**config.mk**
```make
export PLATFORM = sky130hd
export DESIGN_NAME = block_writer
export DESIGN_NICKNAME = d
export VERILOG_FILES = /design/src/rtl/block_writer_pkg.sv /design/src/rtl/block_writer.sv
export SDC_FILE = /design/constraint.sdc
export NUM_CORES = 1
export LEC_CHECK = 0
export ABC_CLOCK_PERIOD_IN_PS = 4000
export CORE_MARGIN = 4
export CORE_UTILIZATION = 46
export CTS_CLUSTER_DIAMETER = 80
export DETAILED_ROUTE_END_ITERATION = 12
export GPL_TIMING_DRIVEN = 1
export PLACE_DENSITY = 0.84
export SYNTH_ARGS = -nofsm -noshare
export SYNTH_HDL_FRONTEND = slang
export SYNTH_SLANG_ARGS = --single-unit
```
**constraint.sdc**
```tcl
create_clock -name clock -period 4 [get_ports clock]
set_clock_uncertainty 0.1 [all_clocks]
set_input_delay 1 -clock clock [delete_from_list [all_inputs] [get_ports clock]]
set_output_delay 1 -clock clock [all_outputs]
set_load 0.005 [all_outputs]
```
**src/rtl/block_writer_pkg.sv**
```systemverilog
// Shared constants, header layout and FSM encoding for the block writer.
// The header helper keeps the word-0 format in one place for allocator/free logic too.
package block_writer_pkg;

    localparam int ADDR_W      = 10;
    localparam int DATA_W      = 32;
    localparam int BLOCK_WORDS = 32;
    localparam int OFFSET_W    = $clog2(BLOCK_WORDS);
    localparam int CAPACITY    = BLOCK_WORDS - 1;
    localparam int ALLOC_BIT   = 31;
    localparam int COUNT_LSB   = 0;
    localparam int COUNT_W     = 5;

    typedef enum logic [1:0] {
        ST_IDLE   = 2'd0,
        ST_WRITE  = 2'd1,
        ST_HEADER = 2'd2,
        ST_FIN    = 2'd3
    } state_t;

    function automatic logic [DATA_W-1:0] make_header(input logic [COUNT_W-1:0] count);
        logic [DATA_W-1:0] h;
        h                          = '0;
        h[ALLOC_BIT]               = 1'b1;
        h[COUNT_LSB +: COUNT_W]    = count;
        return h;
    endfunction

endpackage

```
**src/rtl/block_writer.sv**
```systemverilog
// Fills one allocator-provided RAM block with a record: payload at offsets 1..N,
// then header word 0 carrying the alloc bit and payload count.
//
//  state  | meaning
//  IDLE   | waiting for start; latches block base
//  WRITE  | accepting payload words into offsets 1..31
//  HEADER | writing header word at block offset 0
//  FIN    | one-cycle done pulse, back to IDLE
module block_writer
    import block_writer_pkg::*;
(
    input  logic              clock,
    input  logic              resetn,
    input  logic              start,
    input  logic [ADDR_W-1:0] base_addr,
    input  logic              word_valid,
    input  logic [DATA_W-1:0] word_data,
    input  logic              word_last,
    output logic              word_ready,
    output logic              busy,
    output logic              done,
    output logic              overflow,
    output logic [ADDR_W-1:0] ram_address,
    output logic              ram_clock,
    output logic [DATA_W-1:0] ram_data,
    output logic              ram_wren
);

    localparam int BLOCK_W = ADDR_W - OFFSET_W;

    state_t                state_q, state_nxt;
    logic [BLOCK_W-1:0]    block_q, block_nxt;
    logic [OFFSET_W-1:0]   count_q, count_nxt;
    logic [OFFSET_W-1:0]   count_inc;
    logic                  beat;
    logic                  word_ready_nxt, busy_nxt, done_nxt, overflow_nxt, ram_wren_nxt;
    logic [ADDR_W-1:0]     ram_address_nxt;
    logic [DATA_W-1:0]     ram_data_nxt;

    assign ram_clock = clock;
    assign beat      = word_valid & word_ready;
    assign count_inc = count_q + 1'b1;

    always_comb begin
        state_nxt       = state_q;
        block_nxt       = block_q;
        count_nxt       = count_q;
        overflow_nxt    = overflow;
        ram_address_nxt = ram_address;
        ram_data_nxt    = ram_data;
        ram_wren_nxt    = 1'b0;
        done_nxt        = 1'b0;

        case (state_q)
            ST_IDLE: begin
                if (start) begin
                    block_nxt    = base_addr[ADDR_W-1:OFFSET_W];
                    count_nxt    = '0;
                    overflow_nxt = 1'b0;
                    state_nxt    = ST_WRITE;
                end
            end
            ST_WRITE: begin
                if (beat) begin
                    // Concatenated address keeps every payload write inside the block.
                    ram_address_nxt = {block_q, count_inc};
                    ram_data_nxt    = word_data;
                    ram_wren_nxt    = 1'b1;
                    count_nxt       = count_inc;
                    if (word_last) begin
                        state_nxt = ST_HEADER;
                    end else if (count_inc == OFFSET_W'(CAPACITY)) begin
                        overflow_nxt = 1'b1;
                        state_nxt    = ST_HEADER;
                    end
                end
            end
            ST_HEADER: begin
                ram_address_nxt = {block_q, {OFFSET_W{1'b0}}};
                ram_data_nxt    = make_header(count_q);
                ram_wren_nxt    = 1'b1;
                state_nxt       = ST_FIN;
            end
            ST_FIN: begin
                done_nxt  = 1'b1;
                state_nxt = ST_IDLE;
            end
            default: state_nxt = ST_IDLE;
        endcase

        // Handshake/status are registered from the next state so they align with it.
        word_ready_nxt = (state_nxt == ST_WRITE);
        busy_nxt       = (state_nxt != ST_IDLE);
    end

    always_ff @(posedge clock) begin
        if (!resetn) begin
            state_q     <= ST_IDLE;
            block_q     <= '0;
            count_q     <= '0;
            word_ready  <= 1'b0;
            busy        <= 1'b0;
            done        <= 1'b0;
            overflow    <= 1'b0;
            ram_address <= '0;
            ram_data    <= '0;
            ram_wren    <= 1'b0;
        end else begin
            state_q     <= state_nxt;
            block_q     <= block_nxt;
            count_q     <= count_nxt;
            word_ready  <= word_ready_nxt;
            busy        <= busy_nxt;
            done        <= done_nxt;
            overflow    <= overflow_nxt;
            ram_address <= ram_address_nxt;
            ram_data    <= ram_data_nxt;
            ram_wren    <= ram_wren_nxt;
        end
    end

endmodule

```
After elaboration in Yosys (flattened, before gate mapping)
Cells that the tools add are included.

storage, ports and cells
  register bits after elaboration = 59
  input bits = 47
  output and inout bits = 48
  logic and storage cells = 49

operators by class
  add/subtract/negate cells = 1
  equality and inequality tests = 9
  mux-type cells = 20
  bitwise logic cells = 1
  reduce and logical (&&, ||, !) cells = 8

operator list
  operator             count
  $pmux 32 s2          1
  $mux 32              1
  $pmux 10 s2          1
  $mux 10              1
  $mux 5               2
  $pmux 5 s2           1
  $mux 2               4
  $ne 2x2->1 const B   4
  $pmux 2 s4           1
  $mux 1               6
  $reduce_bool 2->1    3
  $add 5x1->5 const B  1
  $eq 5x5->1 const B   1
  $reduce_and 5->1     1
  $eq 2x1->1 const B   2
  $eq 2x2->1 const B   2
  $pmux 1 s2           2
  $reduce_and 2->1     2
  $reduce_and 3->1     1
  $logic_not 2->1      1
  $and 1x1->1          1

Longest topological paths before layout
  word-level depth = 7
  mapped depth = 8
  depth with buffers taken out = 6

==> summary.txt <==
Run status
  – Status: finished clean

Worst setup path
  – Worst reg2reg path depth: 6
  – Slowest CP cell: clkdlybuf4s50_1
  – Worst path required time: 2900 ps
  – Cells along the critical path: clkbuf_8 -> clkbuf_8 -> clkdlybuf4s50_1
  – RR Startpoint: state_q[0]
  – Worst reg-to-reg setup slack: 1660 ps
  – Most frequent CP cell: clkbuf_8
  – Crit path max-delay family: buffers and inverters
  – Worst r2r dst: ram_data[1]
  – Kind of end point of the critical path: output pin
  – Worst endpoint data arrival time: 2660 ps
  – Worst-path maximum fanout: 2
  – CP max stage delay: 440 ps
  – Critical path class: clock port to output pin
  – Worst path buffer plus inverter count: 3
  – Critical path launch point type: clock port

Hold path
  – Worst Hold End: ram_address[7]
  – Worst hold stages: 2
  – Hold Crit Start: ram_address[7]
  – HP Class: flop to flop

Global route
  – Initial antenna violation count: 0
  – Number of global-route vias before repair: 2246
  – Pin count of the biggest net entering global routing: 46
  – Gr ovfl total: 0
  – First-pass GRT wire length: 10300 um
  – Overall Global Routing Usage: 0.213

Layout
  – Most frequent cells in the layout: 89 x clkdlybuf4s50_1, 59 x dfxtp_1, 43 x nor2_1, 28 x a22oi_1, 23 x nand2_1
  – Layout area overhead: 47.9%
  – Fraction of layout cells with a size suffix above 1: 0.0852
  – Commonest non-fill, non-tap cell in the layout: clkdlybuf4s50_1
  – Layout Cells excl Fill: 419
  – Nets: 401
  – N_diodes: 0

STA
  – Final Hold Viols: 0
  – Worst-margin pin slew: 694 ps
  – Sum of negative setup slack: 0 ps
  – Worst hold margin: 354 ps
  – RSZ-0062 raised after global routing: no
  – Final setup violation count: 0
  – Final Worst Setup Slack: 242 ps
  – Slew HR: 0.537
  – Fin. max-slew vios: 0

Detailed routing
  – WL final: 6210 um
  – DRT Pass-1 Iters: 4
  – DRC violation total after the first TritonRoute iteration: 88
  – Wire length per cell: 14.8 um
  – Vias/cell: 5.25
  – Via Count: 2199
  – Detail Route Antenna Nets: 0
  – Drc violations: 0

Power
  – Peak supply drop: 0.339 mV
  – Clk pwr share: 0.433
  – Part of the power in registers: 0.446
  – Sw Ratio: 0.241
  – Pwr dens: 398 mW/mm^2
  – Switching power: 335 uW
  – P_leak: 1.25 nW
  – Cell Int Power: 1.06 mW
  – Combinational Power Share: 0.121

Logic synthesis
  – Synth async-reset ratio: 0
  – Syn avg cell area: 9.10 um^2
  – Sequential cell area fraction in the yosys report: 0.499
  – #FFs+latches synth: 59
  – Synth Cell Area: 0.00237 mm^2
  – Number of synthesized flops with an enable pin: 0
  – Yosys cell types: 41
  – Syn_nets: 313
  – Syn. warnings: 0
  – Post-Syn Instances: 260
  – Synth Flop Type: dfxtp_1

Placement
  – Hpwl dp: 4450 um
  – Final RePlAce weighted congestion: 0.808
  – Buffers on Ports: 89
  – Placed Cells: 401
  – Setup WS pre-CTS: 486 ps

Floorplanning
  – DIE WIDTH: 79.7 um
  – Core region area: 0.00485 mm^2
  – Initial core utilization: 0.488
  – Row count: 25
  – Die ar.: 0.00636 mm^2
  – Die height: 79.7 um
  – I/O pin total: 95

CTS
  – Total of cells resized after clock tree synthesis: 0
  – CTS tree: done
  – Reg clk slew, reported paths: 60 ps
  – CTS Hold Buffers Added: 0
  – Worst skew pair latency: 440 ps
  – Post-CTS setup buffer count: 0

Job
  – Max_cap viols: 0
## cell type report
cell class | instances | area [um^2]
Sequential cell | 59 | 1180
Timing Repair Buffer | 91 | 903
Inverter | 6 | 22.5
Tap cell | 67 | 83.8
Fill cell | 386 | 1350
Clock buffer | 13 | 175
Multi-Input combinational cell | 177 | 1080
Clock inverter | 6 | 57.6
## cells in the mapped netlist (2+ instances only)
cell	count	share of area
ha_1	6	0.032
nand3_1	9	0.019
a211oi_1	7	0.022
buf_4	2	0.0063
clkbuf_1	10	0.016
a22o_1	2	0.0074
nor2_1	44	0.070
nor4_1	2	0.0053
buf_2	5	0.011
nand2_1	23	0.036
o22ai_1	2	0.0053
a22oi_1	28	0.089
mux2i_1	5	0.021
o21ai_0	4	0.0085
dfxtp_1	59	0.50
inv_1	5	0.0079
a21oi_1	19	0.040
and2_1	4	0.011
xnor2_1	2	0.0074
## power by group through the flow
stage / clock (mW) / combinational [mW] / sequential [mW]
final: 0.603 / 0.169 / 0.620
after detailed placement: 0.0211 / 0.169 / 0.634
after global routing: 0.648 / 0.186 / 0.623
after global placement: 0.0211 / 0.165 / 0.633
after floorplan: 0.0162 / 0.0785 / 0.633
after CTS: 0.616 / 0.170 / 0.621
## logic make-up (layout without fill, tap and decap cells)
logic type,count (synthesis),count (layout),synth area share
and+or+nand+nor,91,91,0.170
AOI/OAI and AO/OA,72,72,0.219
muxes,6,6,0.0259
DFF,59,59,0.499
xor gates and xnor gates,2,2,0.00740
adders and majority gates,6,6,0.0317
buffers and inverters,24,116,0.0471
## sequential cells by signal, indices dropped and copies added, names as in the netlist
| register | count |
|---|---|
| ram_data | 32 |
| ram_address | 10 |
| block_q | 5 |
| count_q | 5 |
| state_q | 2 |
| busy | 1 |
| done | 1 |
| overflow | 1 |
| ram_wren | 1 |
| word_ready | 1 |
## per-layer routing
metal  global-route usage  part of all wire  up-vias
li1                     -                 -     1092
met1                0.237              0.41      988
met2                0.330              0.45      104
met3                0.106              0.12       15
met4                0.117             0.020        0
met5                    0                 0        -
## worst register-to-register path, cell delays in order (launching register included)
cell and delay (ps):
dfxtp_1 330, inv_1 110, ha_1 620, inv_1 180
o21ai_2 590, nor2_1 110, a211oi_1 230
## worst max-delay path by stage
stage / cells after the start / startpoint / slack (ps) / endpoint
2_1_floorplan: 1 / clock / 790 / ram_clock
3_3_place_gp: 1 / clock / 490 / ram_clock
3_5_place_dp: 1 / clock / 490 / ram_clock
4_1_cts: 3 / clock / 230 / ram_clock
5_1_grt: 3 / clock / 220 / ram_clock
6_report: 3 / clock / 240 / ram_clock
## per-stage QoR
| step | utilization | total power, mW | cell area (um^2) |
|---|---|---|---|
| after global routing | 0.722 | 1.46 | 3500 |
| after CTS | 0.722 | 1.41 | 3500 |
| after detailed placement | 0.676 | 0.823 | 3280 |
| final | 0.722 | 1.39 | 3500 |
| after global placement | 0.676 | 0.819 | 3280 |
| after floorplan | - | 0.728 | 2370 |
(Power assumes the default switching activity.)
